$ cat src/rtl/cone_sched_pkg.sv
// Shared types and widths for the cone evaluation scheduler.
package cone_sched_pkg;

   localparam int unsigned CONE_IN_W = 15;
   localparam int unsigned STAT_W    = 16;
   localparam logic [STAT_W-1:0] STAT_MAX = 16'hFFFF;

   typedef enum logic [1:0] {
      IDLE        = 2'd0,
      SETTLE_WAIT = 2'd1,
      RESP        = 2'd2
   } state_t;

endpackage

$ cat src/rtl/cone_rr_arb.sv
// Round-robin arbiter: picks the first asserted request at or after ptr, with wrap.
// The pointer is owned by the caller so it only moves on a real transfer.
module cone_rr_arb #(
   parameter  int unsigned NREQ = 4,
   localparam int unsigned IDW  = $clog2(NREQ)
) (
   input  logic [NREQ-1:0] req,
   input  logic [IDW-1:0]  ptr,
   output logic [NREQ-1:0] gnt,
   output logic [IDW-1:0]  gnt_id
);

   logic        found;
   int unsigned idx;

   // Search ptr, ptr+1, ... (mod NREQ) and grant the first requester found.
   always_comb begin
      gnt    = '0;
      gnt_id = '0;
      found  = 1'b0;
      idx    = 0;
      for (int unsigned off = 0; off < NREQ; off++) begin
         idx = 32'(ptr) + off;
         if (idx >= NREQ) idx = idx - NREQ;
         if (!found && req[IDW'(idx)]) begin
            found              = 1'b1;
            gnt[IDW'(idx)]     = 1'b1;
            gnt_id             = IDW'(idx);
         end
      end
   end

endmodule

$ cat src/rtl/cone_eval_sched.sv
// Round-robin scheduler sharing one combinational cone among NREQ requesters.
// Optional statistics counters are enabled with CONE_SCHED_STATS_EN.
module cone_eval_sched
   import cone_sched_pkg::*;
#(
   parameter  int unsigned NREQ   = 4,
   parameter  int unsigned SETTLE = 2,
   localparam int unsigned IDW    = $clog2(NREQ)
) (
   input  logic                      clk,
   input  logic                      rst_n,
   input  logic [NREQ-1:0]           req_valid,
   input  logic [NREQ*CONE_IN_W-1:0] req_vec,
   output logic [NREQ-1:0]           req_ready,
   output logic [CONE_IN_W-1:0]      cone_in,
   input  logic                      cone_out,
   output logic                      rsp_valid,
   input  logic                      rsp_ready,
   output logic [IDW-1:0]            rsp_id,
   output logic                      rsp_data,
`ifdef CONE_SCHED_STATS_EN
   input  logic                      stat_clr,
   output logic [STAT_W-1:0]         stat_evals,
   output logic [STAT_W-1:0]         stat_ones,
`endif
   output logic                      busy
);

   localparam int unsigned CNT_W = (SETTLE > 1) ? $clog2(SETTLE) : 1;

   state_t                state, state_nxt;
   logic [CNT_W-1:0]      cnt, cnt_nxt;
   logic [IDW-1:0]        ptr, ptr_nxt;
   logic [CONE_IN_W-1:0]  cone_in_nxt;
   logic [IDW-1:0]        rsp_id_nxt;
   logic                  rsp_data_nxt;
   logic                  rsp_valid_nxt;
   logic [NREQ-1:0]       gnt;
   logic [IDW-1:0]        gnt_id;
   logic [CONE_IN_W-1:0]  sel_vec;

   cone_rr_arb #(.NREQ(NREQ)) u_arb (
      .req    (req_valid),
      .ptr    (ptr),
      .gnt    (gnt),
      .gnt_id (gnt_id)
   );

   // Select the granted requester's vector.
   always_comb begin
      sel_vec = '0;
      for (int unsigned i = 0; i < NREQ; i++) begin
         if (gnt[i]) sel_vec = req_vec[i*CONE_IN_W +: CONE_IN_W];
      end
   end

   // Next-state and datapath next values; grants only in IDLE and never during reset.
   always_comb begin
      state_nxt     = state;
      cnt_nxt       = cnt;
      ptr_nxt       = ptr;
      cone_in_nxt   = cone_in;
      rsp_id_nxt    = rsp_id;
      rsp_data_nxt  = rsp_data;
      rsp_valid_nxt = rsp_valid;
      req_ready     = '0;
      unique case (state)
         IDLE: begin
            req_ready = rst_n ? gnt : '0;
            if (|gnt) begin
               cone_in_nxt = sel_vec;
               rsp_id_nxt  = gnt_id;
               cnt_nxt     = CNT_W'(SETTLE - 1);
               ptr_nxt     = (gnt_id == IDW'(NREQ - 1)) ? '0 : gnt_id + IDW'(1);
               state_nxt   = SETTLE_WAIT;
            end
         end
         SETTLE_WAIT: begin
            if (cnt == '0) begin
               rsp_data_nxt  = cone_out;
               rsp_valid_nxt = 1'b1;
               state_nxt     = RESP;
            end else begin
               cnt_nxt = cnt - CNT_W'(1);
            end
         end
         RESP: begin
            if (rsp_ready) begin
               rsp_valid_nxt = 1'b0;
               state_nxt     = IDLE;
            end
         end
         default: state_nxt = IDLE;
      endcase
   end

   // State and datapath registers; reset abandons any evaluation in flight.
   always_ff @(posedge clk or negedge rst_n) begin
      if (!rst_n) begin
         state     <= IDLE;
         cnt       <= '0;
         ptr       <= '0;
         cone_in   <= '0;
         rsp_id    <= '0;
         rsp_data  <= 1'b0;
         rsp_valid <= 1'b0;
         busy      <= 1'b0;
      end else begin
         state     <= state_nxt;
         cnt       <= cnt_nxt;
         ptr       <= ptr_nxt;
         cone_in   <= cone_in_nxt;
         rsp_id    <= rsp_id_nxt;
         rsp_data  <= rsp_data_nxt;
         rsp_valid <= rsp_valid_nxt;
         busy      <= (state_nxt != IDLE);
      end
   end

`ifdef CONE_SCHED_STATS_EN
   logic rsp_hs;
   assign rsp_hs = rsp_valid & rsp_ready;

   // Saturating evaluation counters; a clear takes priority over a same-cycle handshake.
   always_ff @(posedge clk or negedge rst_n) begin
      if (!rst_n) begin
         stat_evals <= '0;
         stat_ones  <= '0;
      end else if (stat_clr) begin
         stat_evals <= '0;
         stat_ones  <= '0;
      end else if (rsp_hs) begin
         if (stat_evals != STAT_MAX) stat_evals <= stat_evals + STAT_W'(1);
         if (rsp_data && (stat_ones != STAT_MAX)) stat_ones <= stat_ones + STAT_W'(1);
      end
   end
`endif

endmodule

$ cat config.mk
export PLATFORM = sky130hd
export DESIGN_NAME = cone_eval_sched
export DESIGN_NICKNAME = d
export VERILOG_FILES = /design/src/rtl/cone_sched_pkg.sv /design/src/rtl/cone_rr_arb.sv /design/src/rtl/cone_eval_sched.sv
export SDC_FILE = /design/constraint.sdc
export NUM_CORES = 1
export LEC_CHECK = 0
export ABC_CLOCK_PERIOD_IN_PS = 5680
export CORE_ASPECT_RATIO = 0.5
export CORE_MARGIN = 4
export CORE_UTILIZATION = 45
export DETAILED_ROUTE_END_ITERATION = 6
export PLACE_DENSITY = 0.84
export SETUP_SLACK_MARGIN = 0.1
export SYNTH_ARGS = -nofsm -noshare
export SYNTH_HDL_FRONTEND = slang
export SYNTH_SLANG_ARGS = --single-unit
$ cat constraint.sdc
create_clock -name clk -period 5.68 [get_ports clk]
set_input_delay 0.852 -clock clk [delete_from_list [all_inputs] [get_ports clk]]
set_output_delay 0.852 -clock clk [all_outputs]
set_load 0.01 [all_outputs]
# [After elaboration in Yosys (flattened, before gate mapping)]
# Index checks and enable logic that the tools add are counted.
[totals] ff_bits=25 elab_cells=106
[op_classes] n_addsub=9 order_cmp=12 eq_ne=6 muxes=48 bitwise_logic=4 reduce_logical=19
[op_table] op="$mux W15" n=4
[op_table] op="$mux W2" n=12
[op_table] op="$mux W4" n=6
[op_table] op="$mux W1" n=15
[op_table] op="$lt A2 B3 Y1 const B" n=4
[op_table] op="$or A4 B4 Y4" n=3
[op_table] op="$ge A3 B3 Y1 const B" n=3
[op_table] op="$bmux W1 S2" n=4
[op_table] op="$demux W1 S2" n=4
[op_table] op="$ge A2 B1 Y1 const B" n=4
[op_table] op="$sub A2 B1 Y2 const B" n=4
[op_table] op="$logic_and A1 B1 Y1" n=7
[op_table] op="$add A2 B2 Y3 const B" n=2
[op_table] op="$ne A2 B2 Y1 const B" n=3
[op_table] op="$pmux W2 S3" n=1
[op_table] op="$reduce_and A2 Y1" n=3
[op_table] op="$reduce_bool A2 Y1" n=3
[op_table] op="$eq A2 B2 Y1 const B" n=2
[op_table] op="$pmux W1 S2" n=2
[op_table] op="$reduce_or A4 Y1" n=1
[op_table] op="$add A2 B1 Y3 const B" n=1
[op_table] op="$ge A2 B3 Y1 const B" n=1
[op_table] op="$logic_not A1 Y1" n=3
[op_table] op="$reduce_and A3 Y1" n=1
[op_table] op="other kinds (5)" n=5

# [Depth between registers and ports, before layout]
# Gate-level depths: netlist of the first run.
[logic_depth] ltp_word=18 mapped_depth=11

# [Modules after synthesis]
# From an unflattened synthesis of the first run, not the netlist that was laid out.
[hier_totals] hier_cells=197 area_unflattened_um2=1835.5
[by_module_without_submodules] mod="cone_eval_sched" instances=1 cells_per_inst=132 area_each_um2=1346.3 seq_area_each_um2=625.6
[by_module_without_submodules] mod="cone_rr_arb" instances=1 cells_per_inst=65 area_each_um2=489.2 seq_area_each_um2=0.0

# [Least setup slack after synthesis of the first run]
# No wires, ideal clock.
[synth_path] kind="reg2out" start="register (tool-made name)" end="output req_ready[2]" arrival_ps=2491 slack_ps=2337 stages_incl_launch_ff=10 path_buffers=2 path_cell_list="dfrtp_1 buf_4 inv_1 ha_1 mux4_2 nand2b_4 nor2_2 a221oi_4 clkbuf_1 nor2_1"
[synth_rtl] element="to (decl)" line="cone_eval_sched.sv:14" rtl="output logic [NREQ-1:0] req_ready,"

==> reports/results.ini, run 1 <==
[outcome]
status=finished clean

[final_layout]
stdcell_area_um2=2900
areaGrowthSynthToFinish_pct=49.1
multiInputGateArea_um2=1190
register_area_um2=626
diodes=0
final_layout_size_suffix_gt1_share_pct=7.26
fill_cells=329
layout.nets=392
fin_util_pct=72.1

[global_route]
grt_util_all_layers_pct=21.3
grt_pass1_wl_um=9270
gr-max-usage-layer=met2
grt_max_degree=33
globalRouteMet3Util_pct=4.07
use_met2_pct=37.6
grt_pass1_vias=1956
grtUsageMet1_pct=27.3
overflow=0
antenna_found_initial=0

[timing]
setup_tns_ps=0
rsz0062_at_grt=no
max_freq_mhz=223
hold_viol=0
setup_viol=0
worst_pin_slew_ps=1100
fin_skew_ps=2.17
finalCritPeriodShare_pct=78.8
slew_viol_final=0
slew_headroom_pct=27.0
period_minus_slack_ps=4470

[worst_setup_path]
ff2ff_path_depth=8
crit_required_ps=4830
cp_max_fo=32
end_kind=output port
critPathArrivalTime_ps=3620
critPathKind=flop to output port
crit_path_start_kind=flop

[cts]
cts.sink_count=25
cts_tree=yes
hold_buffers=0
cts_root_buffer=clkbuf_8
post_cts_buffers=0
path_clk_slew_ps=90
cts_resized=0
cts_buffers=3
clk-insertion-delay-late_ps=270
h-tree-depth=1
clock_path_buffers=2

[logic_synthesis]
yosysWarnings=0
synth.avg_cell_area_um2=8.31
async_reset_ff_share_pct=100
synth_fp_nets=308
synth_area_um2=1950
yosys.cell_types.count=39
ys_seq_area_share_pct=32.2
synthCells=234
synth_edf_count=0
synth_seq_cells=25
synth-main-ff-cell=dfrtp_1

[job]
maxCapViolCount=0

[worst_hold_path]
min_path_cells=1
hold_class=flop to flop

[detailed_routing]
vias_per_cell=5.63
vias=2088
drt-total-wl_um=5960
firstDrtPassIters=5
drc=0
ant_nets=0
detail_route.iter0.violations=122
wl_per_cell_um=16.1

[floorplanning]
io_pins=92
coreArea_um2=4020
row_count=16
start_util_pct=48.4
dieArea_um2=5500
die_y_um=54.5
die_w_um=101

[placed_design]
dpl_cell_area_um2=2850
place_congestion=0.844
dp_hpwl_um=4490
port-buffer-count=91

[power_and_ir_drop]
ir_drop_mv=0.263
power.leakage_uw=0.00113
powerDensity_nw_per_um2=621

==> per-stage QoR <==
stage	setup slack, ps	std cells	total power (µW)	hold WS, ps
finish	1210	371	1800	511
global route	928	371	1960	541
CTS	1190	371	1810	516
detailed placement	1320	367	1690	496
global placement	1400	367	1640	484
floorplan	2340	234	1320	471
==> cell type report <==
class	count	area share (%)
multi-input cells	186	41.2
repair buffers	95	32.4
flip-flops and latches	25	21.6
well taps	54	2.33
clock buffers	3	1.42
inverters	7	0.906
clock inverters	1	0.173
==> kinds of logic (layout without fill, tap and decap cells) <==
family | after synthesis | after routing | synth area share, %
AOI/OAI and AO/OA | 59 | 59 | 25.7
adders and majority gates | 6 | 6 | 3.86
muxes | 9 | 9 | 6.82
and+or+nand+nor | 111 | 111 | 24.5
buffers and inverters | 23 | 106 | 6.50
DFF | 25 | 25 | 32.2
xor gates and xnor gates | 1 | 1 | 0.450
==> flip-flops by register name, summed over array words and instances (netlist names), named ones only <==
name and cells:
rsp_valid 1, ptr 1, cone_in 15, rsp_id 2, cnt 1, busy 1
rsp_data 1, state 2
==> synth_stat cells, types with 4 or more instances <==
| master | count | area, µm² |
|---|---|---|
| dfrtp_1 | 25 | 626 |
| buf_2 | 5 | 25.0 |
| o21ai_0 | 7 | 35.0 |
| a311o_1 | 15 | 150 |
| a21oi_1 | 4 | 20.0 |
| a31oi_1 | 16 | 100 |
| nand2_1 | 45 | 169 |
| nor2_1 | 39 | 146 |
| inv_1 | 7 | 26.3 |
| clkbuf_1 | 4 | 15.0 |
| buf_4 | 5 | 37.5 |
| ha_1 | 6 | 75.1 |
| nand3_1 | 16 | 80.1 |
==> routing by layer <==
metal | vias to the layer above | routed length, µm | share of wire [%]
met5 | - | 0 | 0
met4 | 0 | 63 | 1.1
met3 | 9 | 293 | 4.9
met2 | 79 | 3110 | 52
met1 | 990 | 2490 | 42
li1 | 1010 | - | -
==> critical path, stage by stage, from the launching register on <==
cell,delay (ps)
dfrtp_1,690
inv_1,200
ha_1,500
mux4_2,450
nand2b_4,190
nor2_2,240
a221oi_4,100
buf_4,280
nor2_1,130
clkdlybuf4s50_1,550
==> cells in the final DEF (no fill, tap or decap), types with 4 or more instances in the layout <==
master,n
a21oi_1,4
nand2_1,45
a31oi_1,16
nor2_1,39
o21ai_0,7
clkdlybuf4s50_1,91
nand3_1,16
ha_1,6
a311o_1,15
dfrtp_1,25
inv_1,7
buf_4,4
==> power breakdown <==
part	total [µW]	internal (µW)	switching (µW)	leakage, µW
clock network	108	49.2	59.3	0.0000255
registers	358	280	78.5	0.000285
logic	1340	599	736	0.000817
==> worst paths after layout <==
check	from	endpoint	slack, ps
setup / recovery	flop	req_ready[2]	1210
max in group asynchronous	rst_n	asynchronous set/reset pin	4480
min in group asynchronous	rst_n	cone_in[3]	950
setup reg to reg	flop	cone_in[10]	1990
hold / removal	rsp_data	rsp_data	510
hold reg to reg	rsp_data	rsp_data	510
Note: power is estimated with default switching activity, not from simulation.
==> inputs of run 2 (changes only) <==
--- a/config.mk
+++ b/config.mk
@@ -5,12 +5,12 @@
 export SDC_FILE = /design/constraint.sdc
 export NUM_CORES = 1
 export LEC_CHECK = 0
-export ABC_CLOCK_PERIOD_IN_PS = 5680
+export ABC_CLOCK_PERIOD_IN_PS = 3930
 export CORE_ASPECT_RATIO = 0.5
 export CORE_MARGIN = 4
-export CORE_UTILIZATION = 45
+export CORE_UTILIZATION = 37
 export DETAILED_ROUTE_END_ITERATION = 6
-export PLACE_DENSITY = 0.84
+export PLACE_DENSITY = 0.73
 export SETUP_SLACK_MARGIN = 0.1
 export SYNTH_ARGS = -nofsm -noshare
 export SYNTH_HDL_FRONTEND = slang
==> constraint.sdc (replaced) <==
create_clock -name clk -period 3.93 [get_ports clk]
set_input_delay 0.5895 -clock clk [delete_from_list [all_inputs] [get_ports clk]]
set_output_delay 0.5895 -clock clk [all_outputs]
set_load 0.01 [all_outputs]
==> reports/results.ini, run 2 (synthesized netlist as in run 1, its figures left out) <==
[detailed_routing]
ant_nets=0
detail_route.iter0.violations=145
firstDrtPassIters=5
drc=0
wl_per_cell_um=15.0
vias=2055
drt-total-wl_um=5900
vias_per_cell=5.24

[final_layout]
layout.nets=397
top_regs=cone_in (15), rsp_id (2), state (2)
regMostFlops=cone_in
largest_register_ffs=15
diodes=0
final_common_cell=clkdlybuf4s50_1
layout_common_cells=clkdlybuf4s50_1, nand2_1, nor2_1, dfrtp_1
final_layout_size_suffix_gt1_share_pct=8.70
areaGrowthSynthToFinish_pct=52.0
fill_cells=469
final_cells=392

[power_and_ir_drop]
power.leakage_uw=0.00115
ir_drop_mv=0.387
power.total_uw=2620
powerDensity_nw_per_um2=886

[cts]
cts_root_buffer=clkbuf_8
h-tree-depth=1
clock_path_buffers=2
cts_tree=yes
hold_buffers=0
clk-insertion-delay-late_ps=270
path_clk_slew_ps=90
post_cts_buffers=0
cts_resized=0
cts.sink_count=25
cts_buffers=3

[worst_setup_path]
end_kind=output port
critPathArrivalTime_ps=3100
critPathKind=input port to output port
crit_path_start_kind=input port
cp_max_fo=9
crit_required_ps=3340

[outcome]
status=finished clean

[global_route]
antenna_found_initial=0
use_met2_pct=34.5
overflow=0
grt_util_all_layers_pct=18.0
globalRouteMet3Util_pct=2.34
grt_pass1_vias=2069
grt_pass1_wl_um=9740
gr-max-usage-layer=met2
grt_max_degree=32
grtUsageMet1_pct=22.9

[placed_design]
placed_cells_incl_taps=388
place_congestion=0.819
port-buffer-count=91
dp_hpwl_um=4570

[floorplanning]
row_count=18
start_util_pct=38.9
io_pins=92
dieArea_um2=6550
die_w_um=111
coreArea_um2=5000
die_y_um=59.3

[timing]
setup_tns_ps=0
hold_ws_ps=516
hold_viol=0
rsz0062_at_grt=no
slew_headroom_pct=60.0
period_minus_slack_ps=3690
setup_viol=0
fin_skew_ps=5.91
worst_pin_slew_ps=600
max_freq_mhz=271
finalCritPeriodShare_pct=93.8
slew_viol_final=0

[job]
maxCapViolCount=0

[worst_hold_path]
hold_class=flop to flop

[run 2: area by class of cell]
cell class                 count  area, µm²  area share (%)
clock inverter                 1       5.00           0.169
sequential                    25        626            21.2
multi-input combinational    186       1190            40.4
inverter                       7       26.3           0.888
clock buffer                   3       41.3            1.40
timing repair buffer         100        978            33.1
tap                           70       87.6            2.96
[run 2: critical path, stage by stage]
cell	delay [ps]
clkdlybuf4s50_1	540
mux4_2	610
nand2b_4	190
nor2_2	250
a221oi_1	220
nor2_1	150
clkdlybuf4s50_1	550
[run 2: final timing paths]
kind	slack, ps	from	to	cells past startpoint
worst max-delay path	240	req_valid[2]	req_ready[0]	7
max in group asynchronous	2900	rst_n	cnt	2
worst min register to register	520	state[1]	rsp_valid	1
min in group asynchronous	770	rst_n	cone_in[11]	2
worst min-delay path	520	state[1]	rsp_valid	1
worst max register to register	760	flop	cone_in[2]	11
[run 2: routing by layer]
layer	up-vias	share of wire, %
met2	51	52
met5	-	0
met3	2	4.8
met4	0	0.36
li1	1022	-
met1	980	43
[run 2: metrics by stage]
stage	worst slack (ps)	utilization, %	area [µm²]
detailed placement	264	58.2	2910
global route	114	59.2	2960
finish	245	59.2	2960
floorplan	846	-	1950
CTS	259	59.2	2960
global placement	338	58.2	2910
[run 2: report_power, final]
| part | internal [µW] | switching (µW) | leakage (µW) |
|---|---|---|---|
| logic | 891 | 1100 | 0.000842 |
| registers | 405 | 73.9 | 0.000285 |
| clock network | 70.8 | 79.4 | 0.0000255 |
| total | 1370 | 1250 | 0.00115 |
==> inputs of run 3 (changes only) <==
--- a/config.mk
+++ b/config.mk
@@ -5,12 +5,13 @@
 export SDC_FILE = /design/constraint.sdc
 export NUM_CORES = 1
 export LEC_CHECK = 0
-export ABC_CLOCK_PERIOD_IN_PS = 3930
+export ABC_CLOCK_PERIOD_IN_PS = 3400
+export CAP_MARGIN = 25
 export CORE_ASPECT_RATIO = 0.5
 export CORE_MARGIN = 4
-export CORE_UTILIZATION = 37
+export CORE_UTILIZATION = 41
 export DETAILED_ROUTE_END_ITERATION = 6
-export PLACE_DENSITY = 0.73
+export PLACE_DENSITY = 0.77
 export SETUP_SLACK_MARGIN = 0.1
 export SYNTH_ARGS = -nofsm -noshare
 export SYNTH_HDL_FRONTEND = slang
==> constraint.sdc (replaced) <==
create_clock -name clk -period 3.4 [get_ports clk]
set_input_delay 0.51 -clock clk [delete_from_list [all_inputs] [get_ports clk]]
set_output_delay 0.51 -clock clk [all_outputs]
set_load 0.01 [all_outputs]
==> reports/results.ini, run 3 (synthesized netlist as in run 1, its figures left out) <==
[cts]
h-tree-depth=1
hold_buffers=0
cts_root_buffer=clkbuf_8
cts.sink_count=25
cts_tree=yes
clock_path_buffers=2
clk-insertion-delay-late_ps=270
cts_buffers=3
path_clk_slew_ps=90

[final_layout]
regMostFlops=cone_in
layout.nets=411
final_common_cell=clkdlybuf4s50_1
layout_common_cells=clkdlybuf4s50_1, nand2_1, nor2_1, dfrtp_1, buf_4
final_layout_size_suffix_gt1_share_pct=13.7
areaGrowthSynthToFinish_pct=60.5
diodes=0
top_regs=cone_in (15), rsp_id (2), state (2)
final_cells=402
largest_register_ffs=15
fill_cells=378

[placed_design]
placed_cells_incl_taps=391
dp_slack_ps=-30.3
dp_hpwl_um=4800
port-buffer-count=91
place_congestion=0.855

[timing]
slew_headroom_pct=77.6
worst_pin_slew_ps=336
period_minus_slack_ps=3240
fin_skew_ps=2.95
finalCritPeriodShare_pct=95.3
rsz0062_at_grt=yes
max_freq_mhz=309
hold_ws_ps=514
worst_slack_ps=161
setup_viol=0
slew_viol_final=0
hold_viol=0

[power_and_ir_drop]
seq_power_share_pct=16.7
clock_power_share_pct=5.4
intPower_uw=1770
p_switching_uw=1560
power.total_uw=3320
powerDensity_nw_per_um2=1060
power.leakage_uw=0.00130
swShare_pct=46.8
ir_drop_mv=0.443
combPwrFrac_pct=77.9

[worst_setup_path]
crit_required_ps=2890
cp_max_fo=6
crit_path_start_kind=input port
critPathKind=input port to output port
critPathArrivalTime_ps=2730
end_kind=output port

[global_route]
grt_util_all_layers_pct=21.4
grt_max_degree=32
grt_pass1_vias=2149
antenna_found_initial=0
overflow=0
grt_pass1_wl_um=10500

[detailed_routing]
firstDrtPassIters=4
drc=0
ant_nets=0
vias=2191
drt-total-wl_um=6580
wl_per_cell_um=16.4
vias_per_cell=5.45
detail_route.iter0.violations=177

[floorplanning]
dieArea_um2=5980
row_count=17
die_w_um=105
die_y_um=56.7
start_util_pct=43.4
coreArea_um2=4490
io_pins=92

[job]
maxCapViolCount=0

[worst_hold_path]
hold_class=flop to flop

[outcome]
status=finished clean

==> run 3: cell types whose count changed in the layout (fill, tap and decap cells not counted), moves of 2 or more <==
cell,change
a221oi_2,+2
a221oi_1,-2
buf_4,+12
clkdlybuf4s50_1,-6
dlygate4sd2_1,+3
buf_12,+2
dlymetal6s2s_1,+3
==> run 3: layout make-up <==
type	instances	area [µm²]	area share, %
inverters	7	26.3	0.841
clock inverters	1	5.00	0.160
well taps	66	82.6	2.64
clock buffers	3	41.3	1.32
flip-flops and latches	25	626	20.0
repair buffers	114	1110	35.6
multi-input cells	186	1230	39.4
==> run 3: timing repair <==
item	in CTS	in global routing
pin swaps	1	0
setup endpoints to repair	4	4
gates resized for setup	8	4
setup buffers	6	1
==> run 3: power groups by stage <==
| stage | logic, µW | clock network, µW | registers, µW |
|---|---|---|---|
| final | 2590 | 178 | 555 |
| after global routing | 2830 | 199 | 576 |
| after CTS | 2540 | 181 | 555 |
| after detailed placement | 2440 | 0 | 560 |
| after global placement | 2390 | 0 | 552 |
| after floorplan | 1580 | 0 | 619 |
==> run 3: critical path, stage by stage <==
cell and delay, ps:
clkdlybuf4s50_1 480, buf_4 190, nor2b_1 130, a21oi_1 240
o41ai_4 120, buf_4 160, a221oi_2 340, nor2_1 80
clkdlybuf4s50_1 490
==> run 3: final timing paths <==
path / from / to / slack, ps / depth (start not counted)
min in group asynchronous: rst_n / cone_in[1] / 650 / 2
setup reg to reg: flop / flop / 450 / 12
hold reg to reg: rsp_data / rsp_data / 510 / 1
max in group asynchronous: rst_n / rsp_id[0] / 2510 / 2
hold / removal: rsp_data / rsp_data / 510 / 1
setup / recovery: req_valid[2] / req_ready[3] / 160 / 9
==> run 3: stage by stage <==
step | area, µm² | utilization [%] | TNS (ps)
after detailed placement | 2980 | 66.5 | -60.2
after global routing | 3120 | 69.6 | 0
after floorplan | 1950 | - | 0
after CTS | 3100 | 69.0 | 0
after global placement | 2980 | 66.5 | 0
final | 3120 | 69.6 | 0
==> run 3: layer usage <==
| layer | vias up | part of all wire, % | track usage [%] |
|---|---|---|---|
| met2 | 73 | 53 | 40.4 |
| met4 | 0 | 2.5 | 5.79 |
| li1 | 1047 | - | - |
| met3 | 18 | 4.2 | 3.33 |
| met1 | 1053 | 40 | 25.3 |
| met5 | - | 0 | 0 |
